`config.mk`:
```
export PLATFORM = sky130hd
export DESIGN_NAME = shiftreg_sequencer_flat
export DESIGN_NICKNAME = d
export VERILOG_FILES = /design/src/rtl/shiftreg_sequencer_if.sv /design/src/rtl/shiftreg_sequencer.sv /design/src/flat_wrapper.sv
export SDC_FILE = /design/constraint.sdc
export NUM_CORES = 1
export LEC_CHECK = 0
export ABC_AREA = 1
export CORE_UTILIZATION = 35
export CTS_CLUSTER_DIAMETER = 60
export CTS_CLUSTER_SIZE = 20
export DETAILED_ROUTE_END_ITERATION = 10
export HOLD_SLACK_MARGIN = 0.02
export PLACE_DENSITY = 0.68
export SLEW_MARGIN = 20
export SYNTH_ARGS = -nofsm -noshare
export SYNTH_HDL_FRONTEND = slang
export SYNTH_SLANG_ARGS = --single-unit
```
`constraint.sdc`:
```
create_clock -name CLK -period 1.3 [get_ports CLK]
set_input_delay 0.26 -clock CLK [delete_from_list [all_inputs] [get_ports CLK]]
set_output_delay 0.26 -clock CLK [all_outputs]
set_load 0.005 [all_outputs]
```
`src/rtl/shiftreg_sequencer_if.sv`:
```
// rtl/shiftreg_sequencer_if.sv - host command/response handshake for the shift register sequencer
interface shiftreg_sequencer_if #(
    parameter int WIDTH = 4,
    parameter int CNTW  = 3
) ();
    logic             start;
    logic [1:0]       cmd;
    logic             dir;
    logic             fill;
    logic [CNTW-1:0]  amount;
    logic [WIDTH-1:0] data_in;
    logic             ready;
    logic             done;
    logic [WIDTH-1:0] result;

    modport master (
        output start, cmd, dir, fill, amount, data_in,
        input  ready, done, result
    );

    modport slave (
        input  start, cmd, dir, fill, amount, data_in,
        output ready, done, result
    );
endinterface

```
`src/rtl/shiftreg_sequencer.sv`:
```
// rtl/shiftreg_sequencer.sv - command-driven controller for a bidirectional shift register
module shiftreg_sequencer #(
    parameter int WIDTH = 4,
    parameter int CNTW  = 3
) (
    input  logic                 CLK,
    input  logic                 Clear,
    shiftreg_sequencer_if.slave  host,
    input  logic [WIDTH-1:0]     D,
    output logic                 LD,
    output logic                 RL,
    output logic                 InS,
    output logic [WIDTH-1:0]     InP
);

    localparam logic [1:0] CMD_LOAD   = 2'b00;
    localparam logic [1:0] CMD_SHIFT  = 2'b01;
    localparam logic [1:0] CMD_ROTATE = 2'b10;

    typedef enum logic [2:0] {
        S_IDLE,
        S_LOAD,
        S_SHIFT,
        S_CAPTURE,
        S_DONE
    } state_t;

    state_t           state, state_nxt;
    logic [WIDTH-1:0] hold;
    logic [WIDTH-1:0] result_q;
    logic [CNTW-1:0]  cnt;
    logic [1:0]       cmd_q;
    logic             dir_q;
    logic             fill_q;
    logic [WIDTH-1:0] data_q;
    logic             accept;

    assign accept = (state == S_IDLE) && host.start;

    always_ff @(posedge CLK or negedge Clear) begin
        if (!Clear) begin
            state    <= S_IDLE;
            hold     <= '0;
            result_q <= '0;
            cnt      <= '0;
            cmd_q    <= '0;
            dir_q    <= 1'b0;
            fill_q   <= 1'b0;
            data_q   <= '0;
        end else begin
            state <= state_nxt;
            if (accept) begin
                cmd_q  <= host.cmd;
                dir_q  <= host.dir;
                fill_q <= host.fill;
                data_q <= host.data_in;
                cnt    <= host.amount;
            end
            if (state == S_SHIFT) begin
                cnt <= cnt - CNTW'(1);
            end
            if (state == S_CAPTURE) begin
                hold     <= D;
                result_q <= D;
            end
        end
    end

    always_comb begin
        state_nxt = state;
        case (state)
            S_IDLE: begin
                if (host.start) begin
                    case (host.cmd)
                        CMD_LOAD:               state_nxt = S_LOAD;
                        CMD_SHIFT, CMD_ROTATE:  state_nxt = (host.amount == '0) ? S_CAPTURE : S_SHIFT;
                        default:                state_nxt = S_CAPTURE;
                    endcase
                end
            end
            S_LOAD:    state_nxt = S_CAPTURE;
            // Counter holds the number of shifts still to happen, including this cycle's.
            S_SHIFT:   state_nxt = (cnt <= CNTW'(1)) ? S_CAPTURE : S_SHIFT;
            S_CAPTURE: state_nxt = S_DONE;
            S_DONE:    state_nxt = S_IDLE;
            default:   state_nxt = S_IDLE;
        endcase
    end

    // The register shifts on every edge with LD=0, so LD stays high outside SHIFT.
    always_comb begin
        LD  = 1'b1;
        RL  = 1'b1;
        InS = 1'b0;
        InP = hold;
        case (state)
            S_LOAD:    InP = data_q;
            S_SHIFT: begin
                LD = 1'b0;
                RL = dir_q;
                if (cmd_q == CMD_ROTATE) begin
                    InS = dir_q ? D[0] : D[WIDTH-1];
                end else begin
                    InS = fill_q;
                end
            end
            S_CAPTURE: InP = D;
            default:   ;
        endcase
    end

    assign host.ready  = (state == S_IDLE);
    assign host.done   = (state == S_DONE);
    assign host.result = result_q;

endmodule
```
`src/flat_wrapper.sv`:
```
// flat-port wrapper written by rule: the top's interface ports become plain ports
module shiftreg_sequencer_flat 
#(
    parameter int WIDTH = 4,
    parameter int CNTW  = 3
)
  (CLK, Clear, D, LD, RL, InS, InP, host_start, host_cmd, host_dir, host_fill, host_amount, host_data_in, host_ready, host_done, host_result);
  shiftreg_sequencer_if #(.WIDTH(WIDTH), .CNTW(CNTW)) host_i ();
  input  logic CLK;
  input  logic Clear;
  input  logic [WIDTH-1:0] D;
  output logic LD;
  output logic RL;
  output logic InS;
  output logic [WIDTH-1:0] InP;
  input wire logic [$bits(host_i.start)-1:0] host_start;
  input wire logic [$bits(host_i.cmd)-1:0] host_cmd;
  input wire logic [$bits(host_i.dir)-1:0] host_dir;
  input wire logic [$bits(host_i.fill)-1:0] host_fill;
  input wire logic [$bits(host_i.amount)-1:0] host_amount;
  input wire logic [$bits(host_i.data_in)-1:0] host_data_in;
  output wire logic [$bits(host_i.ready)-1:0] host_ready;
  output wire logic [$bits(host_i.done)-1:0] host_done;
  output wire logic [$bits(host_i.result)-1:0] host_result;
  assign host_i.start = host_start;
  assign host_i.cmd = host_cmd;
  assign host_i.dir = host_dir;
  assign host_i.fill = host_fill;
  assign host_i.amount = host_amount;
  assign host_i.data_in = host_data_in;
  assign host_ready = host_i.ready;
  assign host_done = host_i.done;
  assign host_result = host_i.result;
  shiftreg_sequencer #(.WIDTH(WIDTH), .CNTW(CNTW)) u_core (.CLK(CLK), .Clear(Clear), .host(host_i), .D(D), .LD(LD), .RL(RL), .InS(InS), .InP(InP));
endmodule
```
=== Yosys cells after proc, flatten, opt, wreduce, memory -nomap -nowiden ===
Index checks and enable logic that the tools add are counted.

* Latch bits: 0
* ROM bits: 0
* Register bits after elaboration: 18
* Bits of input ports: 18
* Logic and storage cells: 36
* Memories: 0
* RAM bits: 0
* Output and inout port bits: 13

* Mux-type cells: 13
* Shifts and indexed selects: 0
* Add/subtract/negate cells: 1
* Div/mod/pow operators: 0
* Multipliers: 0
* Reduce and logical (&&, ||, !) cells: 6
* Equality and inequality tests: 8
* Magnitude comparators: 1
* Bitwise operators: 0

{| class="wikitable"
|+ Operators by type and width
! kind !! number
|-
| case mux 3 bit (4 select lines) || 1
|-
| two-way mux 3 bit || 3
|-
| case mux 4 bit (2 select lines) || 1
|-
| two-way mux 1 bit || 7
|-
| == test 3 x 2 -> 1 bit, second input constant || 2
|-
| zero test 3 bit || 2
|-
| case mux 3 bit (2 select lines) || 1
|-
| == test 2 bit, second input constant || 2
|-
| == test 3 x 1 -> 1 bit, second input constant || 1
|-
| == test 3 bit, second input constant || 1
|-
| <= comparator 3 x 1 -> 1 bit, second input constant || 1
|-
| subtractor 3 x 1 -> 3 bit, second input constant || 1
|-
| == test 2 x 1 -> 1 bit, second input constant || 1
|-
| zero test 2 bit || 1
|-
| != test 2 bit, second input constant || 1
|-
| nonzero test 2 bit || 1
|-
| OR reduction 2 bit || 1
|-
| logical AND 1 bit || 1
|}

=== Longest topological paths before layout ===
Gate-level depths: netlist (run 1).

* Depth after elaboration: 5
* Mapped depth: 8
* Mapped depth without buffers: 8

=== Worst setup path after synthesis (run 1) ===
OpenSTA, ideal clock, no wires.

* Path type: register -> output
* Start point: register u_core.state[2]
* End point: output port InP[0]
* Path buffers: 0
* Cell stages (with the launch flop): 6
* Path slack: 0.143 ns
* Data required time: 1.040 ns
* Arrival: 0.897 ns
* Path through: dfrtp_1 inv_2 nand2_2 nor2_2 nand2_1 nand3_1

* Cells in the longest elaborated chain, start to end: 2
* Elaborated cells on any way between the ends: 3
* Those cells by class: 2 x eq/ne; 1 x mux

{| class="wikitable"
|+ RTL lines
! item !! line !! text
|-
| start, declared || shiftreg_sequencer.sv:28 || <nowiki>state_t state, state_nxt;</nowiki>
|-
| start signal, assigned || shiftreg_sequencer.sv:51 || <nowiki>state <= state_nxt;</nowiki>
|-
| == test 3 x 2 -> 1 bit / == test 3 x 1 -> 1 bit (equally long branches) || shiftreg_sequencer.sv:96 || <nowiki>case (state)</nowiki>
|-
| case mux 4 bit (2 select lines) * || shiftreg_sequencer.sv:96 ||
|-
| end, declared || flat_wrapper.sv:15 || <nowiki>output logic [WIDTH-1:0] InP;</nowiki>
|}

Mark *: on every way between the ends. The rest lies on a longest branch, timed or not.

=== Worst setup path after layout (run 1) ===
* Start point: register u_core.state[1]
* End point: output port InP[1]

The elaborated chain is that of the path after synthesis.

==> results of run 1 <==
path summary, 6_finish.rpt:
kind                            startpoint                to  slack (ps)  depth (start not counted)
max in group asynchronous            Clear   u_core.state[1]         810                          2
min in group CLK           host_data_in[0]  u_core.data_q[0]         490                          3
hold / removal                       Clear   u_core.cmd_q[0]         280                          2
setup reg to reg           u_core.state[2]    u_core.hold[1]        -230                         12
setup / recovery           u_core.state[1]            InP[1]        -330                          7
hold reg to reg              u_core.fill_q     u_core.fill_q         490                          2
cell usage in the layout (no fill, tap or decap), types with 2 or more instances in the layout:
master and n:
sky130_fd_sc_hd__dlygate4sd2_1 4, sky130_fd_sc_hd__nand2_2 8, sky130_fd_sc_hd__nor2_1 8, sky130_fd_sc_hd__a21oi_1 2
sky130_fd_sc_hd__clkdlybuf4s50_1 17, sky130_fd_sc_hd__nand2_1 39, sky130_fd_sc_hd__buf_2 5, sky130_fd_sc_hd__ha_1 3
sky130_fd_sc_hd__buf_6 20, sky130_fd_sc_hd__clkbuf_4 3, sky130_fd_sc_hd__nor2_4 4, sky130_fd_sc_hd__o21ai_0 4
sky130_fd_sc_hd__nand3_4 2, sky130_fd_sc_hd__inv_2 4, sky130_fd_sc_hd__o21ai_1 4, sky130_fd_sc_hd__o21ai_2 2
sky130_fd_sc_hd__nand2_4 7, sky130_fd_sc_hd__nand3_2 4, sky130_fd_sc_hd__inv_1 7, sky130_fd_sc_hd__buf_4 22
sky130_fd_sc_hd__dfrtp_1 17
timing repair:
action                     in CTS  in global routing
buffers inserted               21                  8
pin swaps                       8                  9
setup endpoints to repair      13                 23
resized for setup              77                 28
layer usage:
metal  up-vias  track usage  part of all wire
met5         -            0                 0
met4         0       0.0940             0.019
met3         8       0.0333             0.050
met2        39        0.402              0.52
met1       509        0.310              0.41
li1        540            -                 -
area by class of cell:
| class | count | share of cell area |
|---|---|---|
| clock buffer | 4 | 0.0196 |
| sequential | 18 | 0.244 |
| tap | 30 | 0.0203 |
| inverter | 13 | 0.0304 |
| multi-input combinational | 95 | 0.331 |
| timing repair buffer | 70 | 0.354 |
per-stage QoR:
step / instances / setup TNS, ps / total power [uW]
after global routing: 230 / -4290 / 4680
after detailed placement: 204 / -3230 / 3030
final: 230 / -2900 / 4380
after floorplan: 127 / 0 / 1980
after global placement: 204 / -3160 / 2980
after CTS: 229 / -2620 / 3980
state kept, by name, indices dropped and copies added (netlist names):
signal         flops
u_core.cnt         3
u_core.dir_q       1
u_core.hold        4
u_core.cmd_q       2
u_core.fill_q      1
u_core.state       3
u_core.data_q      4
cells by family (layout without fill, tap and decap cells):
logic type                 Yosys count  count (layout)  share of synthesized area
AOI/OAI and AO/OA                   14              14                     0.0751
adders and majority gates            3               3                     0.0389
xor gates and xnor gates             1               1                    0.00907
DFF                                 18              18                      0.466
and+or+nand+nor                     77              77                      0.355
buffers and inverters               14              87                     0.0557
where the power goes:
group | total, uW | switching [uW] | internal (uW)
Clock | 354 | 184 | 171
Sequential | 1030 | 193 | 835
Combinational | 3000 | 1440 | 1550
Total | 4380 | 1820 | 2560
critical path, cell delays in order, from the launching register on:
cell                      delay [ps]
sky130_fd_sc_hd__dfrtp_2         460
sky130_fd_sc_hd__inv_2            90
sky130_fd_sc_hd__nor2_4           50
sky130_fd_sc_hd__buf_6           110
sky130_fd_sc_hd__buf_6           110
sky130_fd_sc_hd__nand2_4          60
sky130_fd_sc_hd__nand3_2          70
sky130_fd_sc_hd__buf_2           130
==> impl_metrics.yaml, run 1 <==
routing:
  wirelength_um: 3080
  dr_total_vias: 1096
  vias_per_cell: 4.77
  drtAntennaViolNets: 0
  wire_per_inst_um: 13.4
  drc_errors: 0
  drt_first_pass_iters: 4
  drt_iter0_markers: 16
synthesis:
  ys_ff_latch: 18
  post_synth_main_area_contributors: "sky130_fd_sc_hd__dfrtp_1 47%, sky130_fd_sc_hd__nand2_1 21%, sky130_fd_sc_hd__ha_1 3.9%, sky130_fd_sc_hd__nor2_1 3.9%, sky130_fd_sc_hd__inv_1 2.7%"
  cell_type_contributing_the_most_total_cell_area_after_synthesis: "sky130_fd_sc_hd__dfrtp_1"
  yosysSeqAreaShare: 0.466
  synth_most_common_cell: "sky130_fd_sc_hd__nand2_1"
  synthFlopType: "sky130_fd_sc_hd__dfrtp_1"
  synthCells: 127
  syn-num-nets: 148
  async_flop_share: 1.00
  synth_top_area_frac: 0.466
  synthesis.area_per_instance_um2: 7.61
  synth.cell_area_um2: 966
  number_of_enable_type_register_cells_in_the_synthesized_netlist: 0
  ys_types: 21
  synth.cells.most_frequent: "53 x sky130_fd_sc_hd__nand2_1, 18 x sky130_fd_sc_hd__dfrtp_1, 10 x sky130_fd_sc_hd__nor2_1"
  yosys_warnings: 0
place:
  gp_congestion: 0.723
  detailed_place_hpwl_um: 1830
  pre_cts_slack_ps: -548
  placement.cell_area_um2: 1450
  buffer_ports.inserted: 30
worst_hold_path:
  hold_path.class: "in2async"
clock_tree:
  root_buffer: "sky130_fd_sc_hd__clkbuf_4"
  clock_tree.buffer_depth: 2
  worst_skew_pair.late_latency_ps: 290
  cts_stage_hold_buffer_count: 0
  cts_tree: "built"
  h-tree-depth: 1
  clkSinkCount: 18
  clkSlewWorstSetupHoldPaths_ps: 110
  cts-buffers-inserted: 3
critical_path:
  crit_path_end_kind: "output port"
  cp_max_fo: 3
  worstPathArrival_ps: 1370
  critical_path_class: "reg2out"
  critical_path.startpoint_type: "register"
  worst_ep_required_time_ps: 1040
layout:
  fin_util: 0.727
  number_of_antenna_repair_diodes: 0
  fillers: 182
  drive_above_1_share: 0.465
  count_of_nets_after_finishing: 222
  seqCellArea_um2: 452
  multi_input_gate_area_um2: 613
  finalInstanceArea_um2: 1850
  areaGrowthSynthToFinish_pct: 91.6
die:
  placementRows: 18
  chipWidth_um: 54.5
  num_io_pins: 31
  initial_core_util: 0.380
  placeableCoreArea_um2: 2540
  fp.dieH_um: 54.5
  die_footprint_um2: 2970
timing:
  final_cycle_utilization_of_the_critical_path: 1.26
  finalHoldViolCount: 0
  smallest_setup_slack_after_layout_ps: -334
  fin_hold_ws_ps: 275
  finalClockSkew_ps: 0.555
  fmax_mhz: 612
  setup_violations: 21
  slew_headroom: 0.843
  grt_setup_unrepaired: "yes"
  final_max_slew_viol_count: 0
  final_period_minus_worst_setup_slack_ps: 1630
  worst_margin_slew_ps: 234
power_and_ir_drop:
  power_leakage_uw: 0.000972
  ir_drop_mv: 1.46
  power_density_nw_per_um2: 2370
global_routing:
  grtUsageTotal: 0.241
  grt_first_pass_wirelength_um: 4930
  grt_pass1_vias: 1028
  overflow: 0
  grt_max_degree: 19
  grt_antenna_before_repair: 0
status:
  outcome: "complete, but fails checks"
  failed_checks: "negative setup slack"
flow_run:
  timing.max_cap.violations: 0
(Power assumes the default switching activity.)
==> run 2: changes to the inputs <==
--- a/config.mk
+++ b/config.mk
@@ -6,12 +6,12 @@
 export NUM_CORES = 1
 export LEC_CHECK = 0
 export ABC_AREA = 1
-export CORE_UTILIZATION = 35
+export CORE_UTILIZATION = 45
 export CTS_CLUSTER_DIAMETER = 60
 export CTS_CLUSTER_SIZE = 20
 export DETAILED_ROUTE_END_ITERATION = 10
 export HOLD_SLACK_MARGIN = 0.02
-export PLACE_DENSITY = 0.68
+export PLACE_DENSITY = 0.83
 export SLEW_MARGIN = 20
 export SYNTH_ARGS = -nofsm -noshare
 export SYNTH_HDL_FRONTEND = slang
==> run 2 against run 1 <==
Compared with the run above: the run now fails in global routing; synthesized cell count unchanged; area after synthesis unchanged.
==> impl_metrics.yaml, run 2 <==
clock_tree:
  root_buffer: "sky130_fd_sc_hd__clkbuf_4"
  h-tree-depth: 1
  cts-buffers-inserted: 3
  clock_tree.buffer_depth: 2
  clkSinkCount: 18
die:
  fp.dieH_um: 48.3
  initial_core_util: 0.487
  num_io_pins: 31
  chipWidth_um: 48.3
  placementRows: 16
synthesis:
  ys_ff_latch: 18
  synthCells: 127
  yosys_warnings: 0
  yosysSeqAreaShare: 0.466
  async_flop_share: 1.00
  synthFlopType: "sky130_fd_sc_hd__dfrtp_1"
  synth_most_common_cell: "sky130_fd_sc_hd__nand2_1"
  cell_type_contributing_the_most_total_cell_area_after_synthesis: "sky130_fd_sc_hd__dfrtp_1"
  synth_top_area_frac: 0.466
  syn-num-nets: 148
  post_synth_main_area_contributors: "sky130_fd_sc_hd__dfrtp_1 47%, sky130_fd_sc_hd__nand2_1 21%, sky130_fd_sc_hd__ha_1 3.9%, sky130_fd_sc_hd__nor2_1 3.9%, sky130_fd_sc_hd__inv_1 2.7%"
  synthesis.area_per_instance_um2: 7.61
  number_of_enable_type_register_cells_in_the_synthesized_netlist: 0
  synth.cell_area_um2: 966
  synth.cells.most_frequent: "53 x sky130_fd_sc_hd__nand2_1, 18 x sky130_fd_sc_hd__dfrtp_1, 10 x sky130_fd_sc_hd__nor2_1"
  ys_types: 21
place:
  pre_cts_slack_ps: -574
  detailed_place_hpwl_um: 2020
  buffer_ports.inserted: 30
  gp_congestion: 0.873
timing:
  repair-timing-grt-worst-ep: "InP[0]"
  timing.worst_endpoint.kind: "primary output"
status:
  failed_stage: "global routing"
  outcome: "stopped before the end"
  error_message: "[ERROR GRT-0232] Routing congestion too high. Check the congestion heatmap in the GUI."
global_routing:
  grtUsageTotal: 0.628
  grt_max_degree: 19
  overflow: 28
## run 2: cell counts after synthesis
No cell type changed its count.
## run 2: kinds of logic after synthesis
family,after synthesis,share of synthesized area
AO/OA/AOI/OAI,14,0.0751
XOR/XNOR,1,0.00907
flip-flops,18,0.466
adder cells (fa/ha/maj),3,0.0389
AND/OR/NAND/NOR,77,0.355
buffers and inverters,14,0.0557
## run 2: per-layer routing
layer  GRT overflow  track usage
met5              0            0
met4              9        0.706
met3              0        0.321
met2             19        0.864
met1              0        0.643
## run 2: per-stage QoR
stage                     setup TNS, ps   util  cell area [um^2]  instances
after CTS                         -4620  0.908              1800        229
after detailed placement          -3240  0.739              1470        204
after global placement            -2820  0.739              1470        204
after floorplan                       0      -               966        127
## run 2: repair_timing
item	in CTS
gates cloned	1
pin swaps	11
hold buffers	0
setup endpoints to repair	23
resized for setup	78
buffers inserted	20
hold endpoints to repair	0
==> run 3: changes to the inputs <==
--- a/config.mk
+++ b/config.mk
@@ -6,12 +6,10 @@
 export NUM_CORES = 1
 export LEC_CHECK = 0
 export ABC_AREA = 1
-export CORE_UTILIZATION = 45
-export CTS_CLUSTER_DIAMETER = 60
-export CTS_CLUSTER_SIZE = 20
+export CORE_AREA = 2 2 63 65
 export DETAILED_ROUTE_END_ITERATION = 10
-export HOLD_SLACK_MARGIN = 0.02
-export PLACE_DENSITY = 0.83
+export DIE_AREA = 0 0 65 67
+export PLACE_DENSITY_LB_ADDON = 0.15
 export SLEW_MARGIN = 20
 export SYNTH_ARGS = -nofsm -noshare
 export SYNTH_HDL_FRONTEND = slang
==> run 3 against run 2 <==
Compared with the run above: the flow now finishes, with violations (negative setup slack).
==> impl_metrics.yaml, run 3 (synthesis gave the netlist of run 1 again) <==
routing:
  met2_length_um: 1420
  wirelength_um: 2680
  drt_iter0_markers: 47
  drc_errors: 0
  drt_first_pass_iters: 4
  wire_per_inst_um: 11.2
  dr.max_layer_used: "met3"
  vias_per_cell: 4.25
  dr_total_vias: 1020
  drtAntennaViolNets: 0
  wirelength_met1_um: 1120
  route.met3.wl_um: 138
layout:
  most-common-layout-cells: "38 x sky130_fd_sc_hd__nand2_1, 17 x sky130_fd_sc_hd__buf_4, 17 x sky130_fd_sc_hd__dfrtp_1, 15 x sky130_fd_sc_hd__buf_6, 14 x sky130_fd_sc_hd__clkdlybuf4s50_1"
  fillers: 361
  count_of_nets_after_finishing: 214
  number_of_antenna_repair_diodes: 0
  mostFrequentLayoutCell: "sky130_fd_sc_hd__nand2_1"
  drive_above_1_share: 0.453
  reg_top3: "u_core.data_q (4), u_core.hold (4)"
  areaGrowthSynthToFinish_pct: 83.3
clock_tree:
  cts_tree: "built"
  clkSinkCount: 18
  cts_stage_hold_buffer_count: 0
  cts-buffers-inserted: 3
  clkSlewWorstSetupHoldPaths_ps: 70
  clock_tree.buffer_depth: 2
  h-tree-depth: 1
  root_buffer: "sky130_fd_sc_hd__clkbuf_8"
  worst_skew_pair.late_latency_ps: 250
die:
  die_footprint_um2: 4360
  placementRows: 22
  fp.dieH_um: 67
  num_io_pins: 31
  placeableCoreArea_um2: 3610
  initial_core_util: 0.268
  chipWidth_um: 65
global_routing:
  grtUsageTotal: 0.137
  grt_first_pass_wirelength_um: 4540
  grt_max_degree: 19
  grt_pass1_vias: 999
  overflow: 0
  grt_antenna_before_repair: 0
critical_path:
  crit_chain: "inv_2, nand2_4, nor2_4, buf_6, buf_6, nand2_2, nand3_2, buf_2"
  timing.critical_path.mode_cell: "sky130_fd_sc_hd__buf_6"
  critical_path.startpoint_type: "register"
  largest_stage_delay_on_the_critical_path_ps: 380
  worstPathArrival_ps: 1300
  worst_ep_required_time_ps: 1040
  critical_path_class: "reg2out"
  crit_path_end_kind: "output port"
  cp_max_fo: 3
  cp_slowest_cell: "sky130_fd_sc_hd__dfrtp_1"
timing:
  final_period_minus_worst_setup_slack_ps: 1560
  finalClockSkew_ps: 0.797
  final_max_slew_viol_count: 0
  setup_violations: 19
  final_cycle_utilization_of_the_critical_path: 1.20
  finalHoldViolCount: 0
  totalNegativeSetupSlack_ps: -2200
  slew_headroom: 0.841
  grt_setup_unrepaired: "yes"
  fmax_mhz: 643
  worst_margin_slew_ps: 238
  smallest_setup_slack_after_layout_ps: -256
power_and_ir_drop:
  ir_drop_mv: 1.25
  power_density_nw_per_um2: 2300
  power_leakage_uw: 0.000925
place:
  buffer_ports.inserted: 30
  pre_cts_slack_ps: -552
  detailed_place_hpwl_um: 1960
  gp_congestion: 0.758
status:
  failed_checks: "negative setup slack"
  outcome: "complete, but fails checks"
flow_run:
  timing.max_cap.violations: 0
worst_hold_path:
  hold_path.class: "in2async"
[run 3: report_power, final]
group / switching [uW] / total (uW) / internal [uW]
registers: 187 / 1020 / 838
logic: 1230 / 2590 / 1360
clock network: 187 / 456 / 269
total: 1610 / 4070 / 2460
[run 3: layer usage]
layer,up-vias,track usage
li1,525,-
met1,469,0.169
met2,26,0.246
met3,0,0.0389
met4,0,0.00798
met5,-,0
[run 3: final cells by class]
class	instances	area, um^2	share of cell area
well taps	48	60.1	0.0339
flip-flops and latches	18	452	0.255
inverters	13	51.3	0.0290
clock buffers	4	55.1	0.0311
multi-input cells	95	586	0.331
repair buffers	62	567	0.320
[run 3: critical path: cells and delay by family (launching register included)]
family,cells,cell delay (ps)
buf+inv,4,390
simple gates,4,280
flops,1,380
[run 3: timing repair]
item                       CTS  global route
pin swaps                   14             8
resized for setup           73            22
setup buffers                9             2
setup endpoints to repair   23            23
[run 3: worst paths after layout]
path / end / cells after the start / startpoint / slack (ps)
setup / recovery: InP[3] / 8 / u_core.state[2] / -260
hold / removal: u_core.state[0] / 2 / Clear / 340
setup reg to reg: u_core.cmd_q[1] / 9 / u_core.state[0] / -110
hold reg to reg: u_core.data_q[1] / 2 / u_core.data_q[1] / 490
max in group asynchronous: u_core.state[1] / 2 / Clear / 750
min in group CLK: u_core.cmd_q[1] / 4 / host_cmd[1] / 390
[run 3: metrics by stage]
| stage | total power (uW) | util | instance area [um^2] | hold slack, ps | std cells |
|---|---|---|---|---|---|
| floorplan | 1980 | - | 966 | -35.6 | 127 |
| global placement | 3100 | 0.416 | 1500 | 463 | 226 |
| detailed placement | 3130 | 0.416 | 1500 | 462 | 226 |
| CTS | 3870 | 0.469 | 1690 | 350 | 239 |
| global route | 4420 | 0.491 | 1770 | 373 | 240 |
| finish | 4070 | 0.491 | 1770 | 341 | 240 |
==> run 4: changes to the inputs <==
--- a/config.mk
+++ b/config.mk
@@ -6,6 +6,7 @@
 export NUM_CORES = 1
 export LEC_CHECK = 0
 export ABC_AREA = 1
+export CAP_MARGIN = 20
 export CORE_AREA = 2 2 63 65
 export DETAILED_ROUTE_END_ITERATION = 10
 export DIE_AREA = 0 0 65 67
==> results of run 4 <==
Same layout as run 3: the final DEF is identical, and so are final timing and power.
